**src/rtl/irq_controller.sv**
```systemverilog
// irq_controller: fixed-priority interrupt dispatcher for the program sequencer.
// Optional IRQ_LEVEL_EN: level-sensitive pending instead of edge capture.
module irq_controller #(
   parameter int         NUM_IRQ  = 4,
   parameter logic [3:0] VEC_BASE = 4'h8
) (
   input  logic               clk,
   input  logic               reset_n,
   input  logic [NUM_IRQ-1:0] irq,
   input  logic [NUM_IRQ-1:0] irq_mask,
   input  logic               global_en,
   input  logic [7:0]         pc,
   input  logic               prog_jmp,
   input  logic               seq_hold,
   input  logic               rti,
   output logic               irq_jmp,
   output logic [3:0]         irq_jmp_addr,
   output logic               ret_load,
   output logic [7:0]         ret_addr,
   output logic [NUM_IRQ-1:0] ack,
   output logic               active,
   output logic [2:0]         active_id,
   output logic               rti_err
);

   typedef enum logic {IDLE, SERVICE} state_t;

   state_t             state;
   state_t             state_nxt;
   logic [NUM_IRQ-1:0] pending;
   logic [NUM_IRQ-1:0] eligible;
   logic [2:0]         winner;
   logic               take;

`ifdef IRQ_LEVEL_EN
   assign pending = irq;
`else
   logic [NUM_IRQ-1:0] irq_q;

   // a new edge wins over an ack clear of the same bit
   always_ff @(posedge clk or negedge reset_n) begin
      if (!reset_n) begin
         irq_q   <= '0;
         pending <= '0;
      end else begin
         irq_q   <= irq;
         pending <= (pending & ~ack) | (irq & ~irq_q);
      end
   end
`endif

   assign eligible = pending & irq_mask;

   always_comb begin
      winner = '0;
      for (int i = NUM_IRQ - 1; i >= 0; i--)
         if (eligible[i]) winner = 3'(i);
   end

   assign take = (state == IDLE) & global_en & (|eligible)
               & ~prog_jmp & ~seq_hold;

   always_ff @(posedge clk or negedge reset_n) begin
      if (!reset_n) state <= IDLE;
      else          state <= state_nxt;
   end

   always_comb begin
      state_nxt    = state;
      irq_jmp      = 1'b0;
      irq_jmp_addr = '0;
      ack          = '0;
      ret_load     = 1'b0;
      unique case (state)
         IDLE: begin
            if (take) begin
               state_nxt    = SERVICE;
               irq_jmp      = 1'b1;
               irq_jmp_addr = VEC_BASE + {1'b0, winner};
               ack          = NUM_IRQ'(1) << winner;
            end
         end
         SERVICE: begin
            if (rti) begin
               ret_load  = 1'b1;
               state_nxt = IDLE;
            end
         end
         default: state_nxt = IDLE;
      endcase
   end

   assign active = (state == SERVICE);

   always_ff @(posedge clk or negedge reset_n) begin
      if (!reset_n) begin
         active_id <= '0;
         ret_addr  <= '0;
         rti_err   <= 1'b0;
      end else begin
         if (take) begin
            active_id <= winner;
            ret_addr  <= pc + 8'd1;
         end
         if (rti && state == IDLE) rti_err <= 1'b1;
      end
   end

endmodule

```
**config.mk**
```make
export PLATFORM = sky130hd
export DESIGN_NAME = irq_controller
export DESIGN_NICKNAME = d
export VERILOG_FILES = /design/src/rtl/irq_controller.sv
export SDC_FILE = /design/constraint.sdc
export NUM_CORES = 1
export LEC_CHECK = 0
export ABC_AREA = 1
export CAP_MARGIN = 20
export CORE_ASPECT_RATIO = 0.7
export CORE_MARGIN = 2
export CORE_UTILIZATION = 37
export DETAILED_ROUTE_END_ITERATION = 12
export PLACE_DENSITY = 0.85
export SYNTH_ARGS = -nofsm -noshare
export SYNTH_HDL_FRONTEND = slang
export SYNTH_SLANG_ARGS = --single-unit
export TNS_END_PERCENT = 30
```
**constraint.sdc**
```tcl
create_clock -name clk -period 1.28 [get_ports clk]
set_clock_uncertainty 0.15 [all_clocks]
set_input_delay 0.192 -clock clk [delete_from_list [all_inputs] [get_ports clk]]
set_output_delay 0.192 -clock clk [all_outputs]
set_load 0.02 [all_outputs]
```
==> impl_metrics.csv <==
group,metric,value,unit
setup_path,r2r_setup_slack,-340,ps
cts,clk_latency,260,ps
floorplanning,die_area,0.00319,mm²
power,power.leakage,0.931,nW
timing,final.period_utilization,1.33,
setup_path,r2r_end,"active_id[0]",
setup_path,cp-start-kind,"flip-flop",
flow_run,cap_viol_max_count,0,
timing,setup_viol,21,
floorplanning,initial_utilization,0.401,
yosys,ys_ff_latch,20,
cts,cts.sinks,20,
global_routing,antenna_found_initial,0,
floorplanning,core_region_area,0.00253,mm²
global_routing,grt_max_degree,21,
yosys,yosysWarnings,0,
cts,cts.htree.levels,1,
cells_and_area,final_common_cell,"nand2_1",
setup_path,worstSetupEndpointType,"primary output",
timing,drv_slew,0,
timing,rsz0062_at_grt,"true",
timing,fmax,587,MHz
setup_path,cp_data_required_time,940,ps
yosys,synth-seq-area-share,0.492,
floorplanning,num_rows,15,
yosys,yosysTopAreaCell,"dfrtp_1",
power,irDropWorstVdd,760,µV
cts,cts_tree,"yes",
power,clock_power_share,0.245,
timing,fin_crit,1700,ps
cts,root_buffer,"clkbuf_8",
cts,clockBufferDepth,2,
timing,hold_viol,0,
yosys,netlist_instances,125,
power,swShare,0.325,
detailed_routing,vias,1032,
power,intPower,0.00131,W
power,power,0.00194,W
power,power_switching,0.000630,W
yosys,synth_area_leaders,"dfrtp_1 49%, nand2_1 17%, inv_1 6.3%, o21ai_0 3.9%, o21ai_2 3.4%",
detailed_routing,wl,2800,µm
yosys,yosysUniqueCellTypes,20,
detailed_routing,ant_nets,0,
cells_and_area,final_cell_mix,"30 x nand2_1, 19 x dfrtp_1, 18 x buf_4",
power,p_comb_frac,0.346,
place,io_buffers,42,
yosys,postSynthAreaPerCell,8.14,µm²
run_status,violations,"setup timing",
floorplanning,die_w,66.7,µm
place,postPlaceCellArea,0.00158,mm²
timing,setup_tns,-6490,ps
cells_and_area,stdcell_area,0.00180,mm²
cells_and_area,final_cell_count_no_fill,227,
global_routing,grt_pass1_vias,1023,
floorplanning,io_pins,45,
place,dpl.hpwl,1890,µm
setup_path,rr_worst_depth,9,
power,p_seq_frac,0.409,
setup_path,worst-setup-path-type,"reg -> out",
detailed_routing,wl_per_cell,12.3,µm
cells_and_area,antenna_cells_inserted,0,
global_routing,overflow,0,
setup_path,cp.arrival,1360,ps
timing,worst_slack,-423,ps
cts,cts_hold_buffers,0,
hold_path,hold_path.class,"in -> async",
detailed_routing,first_pass_iters,4,
detailed_routing,route.detailed.drc,0,
power,p_per_area,1080,mW/mm²
place,gp_congestion,0.736,
cts,path_clk_slew,70,ps
global_routing,grt_pass1_wl,4100,µm
yosys,syn_area,0.00102,mm²
cells_and_area,areaGrowthSynthToFinish,76.5,%
run_status,status,"finished with violations",
yosys,netlist.area_leader.share,0.492,
setup_path,reg2reg_from,"pending[0]",
floorplanning,die_y,47.9,µm
detailed_routing,via_per_inst,4.55,
place,pre_cts_ws,-840,ps
cells_and_area,final_nets,217,
place,dp.cells,214,
cts,cts_buffers,3,
setup_path,cp_max_fo,3,
cells_and_area,drive_gt1_frac,0.440,
detailed_routing,first_iter_violations,38,
global_routing,gr-usage-all-layers,0.176,
[synthesized netlist by cell type]
cell type / n
buf_4: 3
o21ai_4: 1
nor2_1: 8
o21ai_0: 8
conb_1: 1
xor2_1: 2
nand3b_1: 2
ha_1: 1
o21ai_2: 4
nand2_2: 1
xnor2_1: 1
nor2_4: 1
nand2_4: 1
a21o_1: 1
inv_1: 17
dfrtp_1: 20
nand2_1: 46
buf_6: 1
nand4_1: 1
nand3_1: 5
[worst max path at each step]
stage / to / depth (start not counted) / startpoint
3_3_place_gp: ack[0] / 9 / irq_mask[3]
5_1_grt: irq_jmp / 6 / pending[0]
4_1_cts: irq_jmp / 6 / pending[0]
2_1_floorplan: irq_jmp_addr[0] / 6 / active
6_report: irq_jmp / 6 / pending[0]
3_5_place_dp: ack[0] / 9 / irq_mask[3]
[worst max-delay path, cell delays in order, from the launching register on]
cell,delay [ps]
dfrtp_1,400
nand2_2,100
nand2_2,80
buf_6,120
o21ai_4,210
inv_4,60
buf_6,130
[logic make-up (layout without fill, tap and decap cells)]
group	Yosys count	after routing	share of synthesized area
AOI/OAI and AO/OA	14	14	0.0972
xor gates and xnor gates	3	3	0.0258
adders and majority gates	1	1	0.0123
buffers and inverters	21	88	0.0959
DFF	20	20	0.492
other	1	2	0.00369
and+or+nand+nor	65	65	0.273
[flip-flops by register name, summed over array words and instances, names as in the netlist]
name       count
active_id      2
irq_q          4
active         1
ret_addr       8
rti_err        1
pending        4
[metal layers]
metal  track usage  wire, µm  vias to the layer above
met5             0         0                        -
met3        0.0518       120                        0
met2         0.340      1570                       23
met1         0.199      1110                      494
li1              -         -                      515
met4        0.0408         0                        0
[power groups by stage]
| stage | combinational (W) | sequential, W | clock [W] |
|---|---|---|---|
| floorplan | 0.000194 | 0.000885 | 0 |
| global placement | 0.000615 | 0.000783 | 0 |
| detailed placement | 0.000631 | 0.000789 | 0 |
| CTS | 0.000629 | 0.000779 | 0.000480 |
| global route | 0.000726 | 0.000804 | 0.000514 |
| finish | 0.000671 | 0.000792 | 0.000475 |
[per-stage QoR]
step	utilization	hold slack [ps]
CTS	0.680	131
finish	0.709	115
global route	0.709	162
global placement	0.625	252
detailed placement	0.625	264
floorplan	-	-254
[final cells by class]
class | instances | area (µm²)
fill | 197 | 738
timing repair buffer | 67 | 614
multi-input combinational | 85 | 513
sequential | 20 | 502
inverter | 17 | 68.8
clock buffer | 4 | 55.1
tap | 34 | 42.5
[what timing repair did]
action                                  in CTS  in global routing
setup buffers                                4                  4
gates resized for setup                     99                 36
endpoints found under the setup margin      34                 34
pin swaps                                    9                  8
hold endpoints to repair                     0                  0
cloned                                       0                  1
No activity file was read; power rests on OpenSTA's default activity.
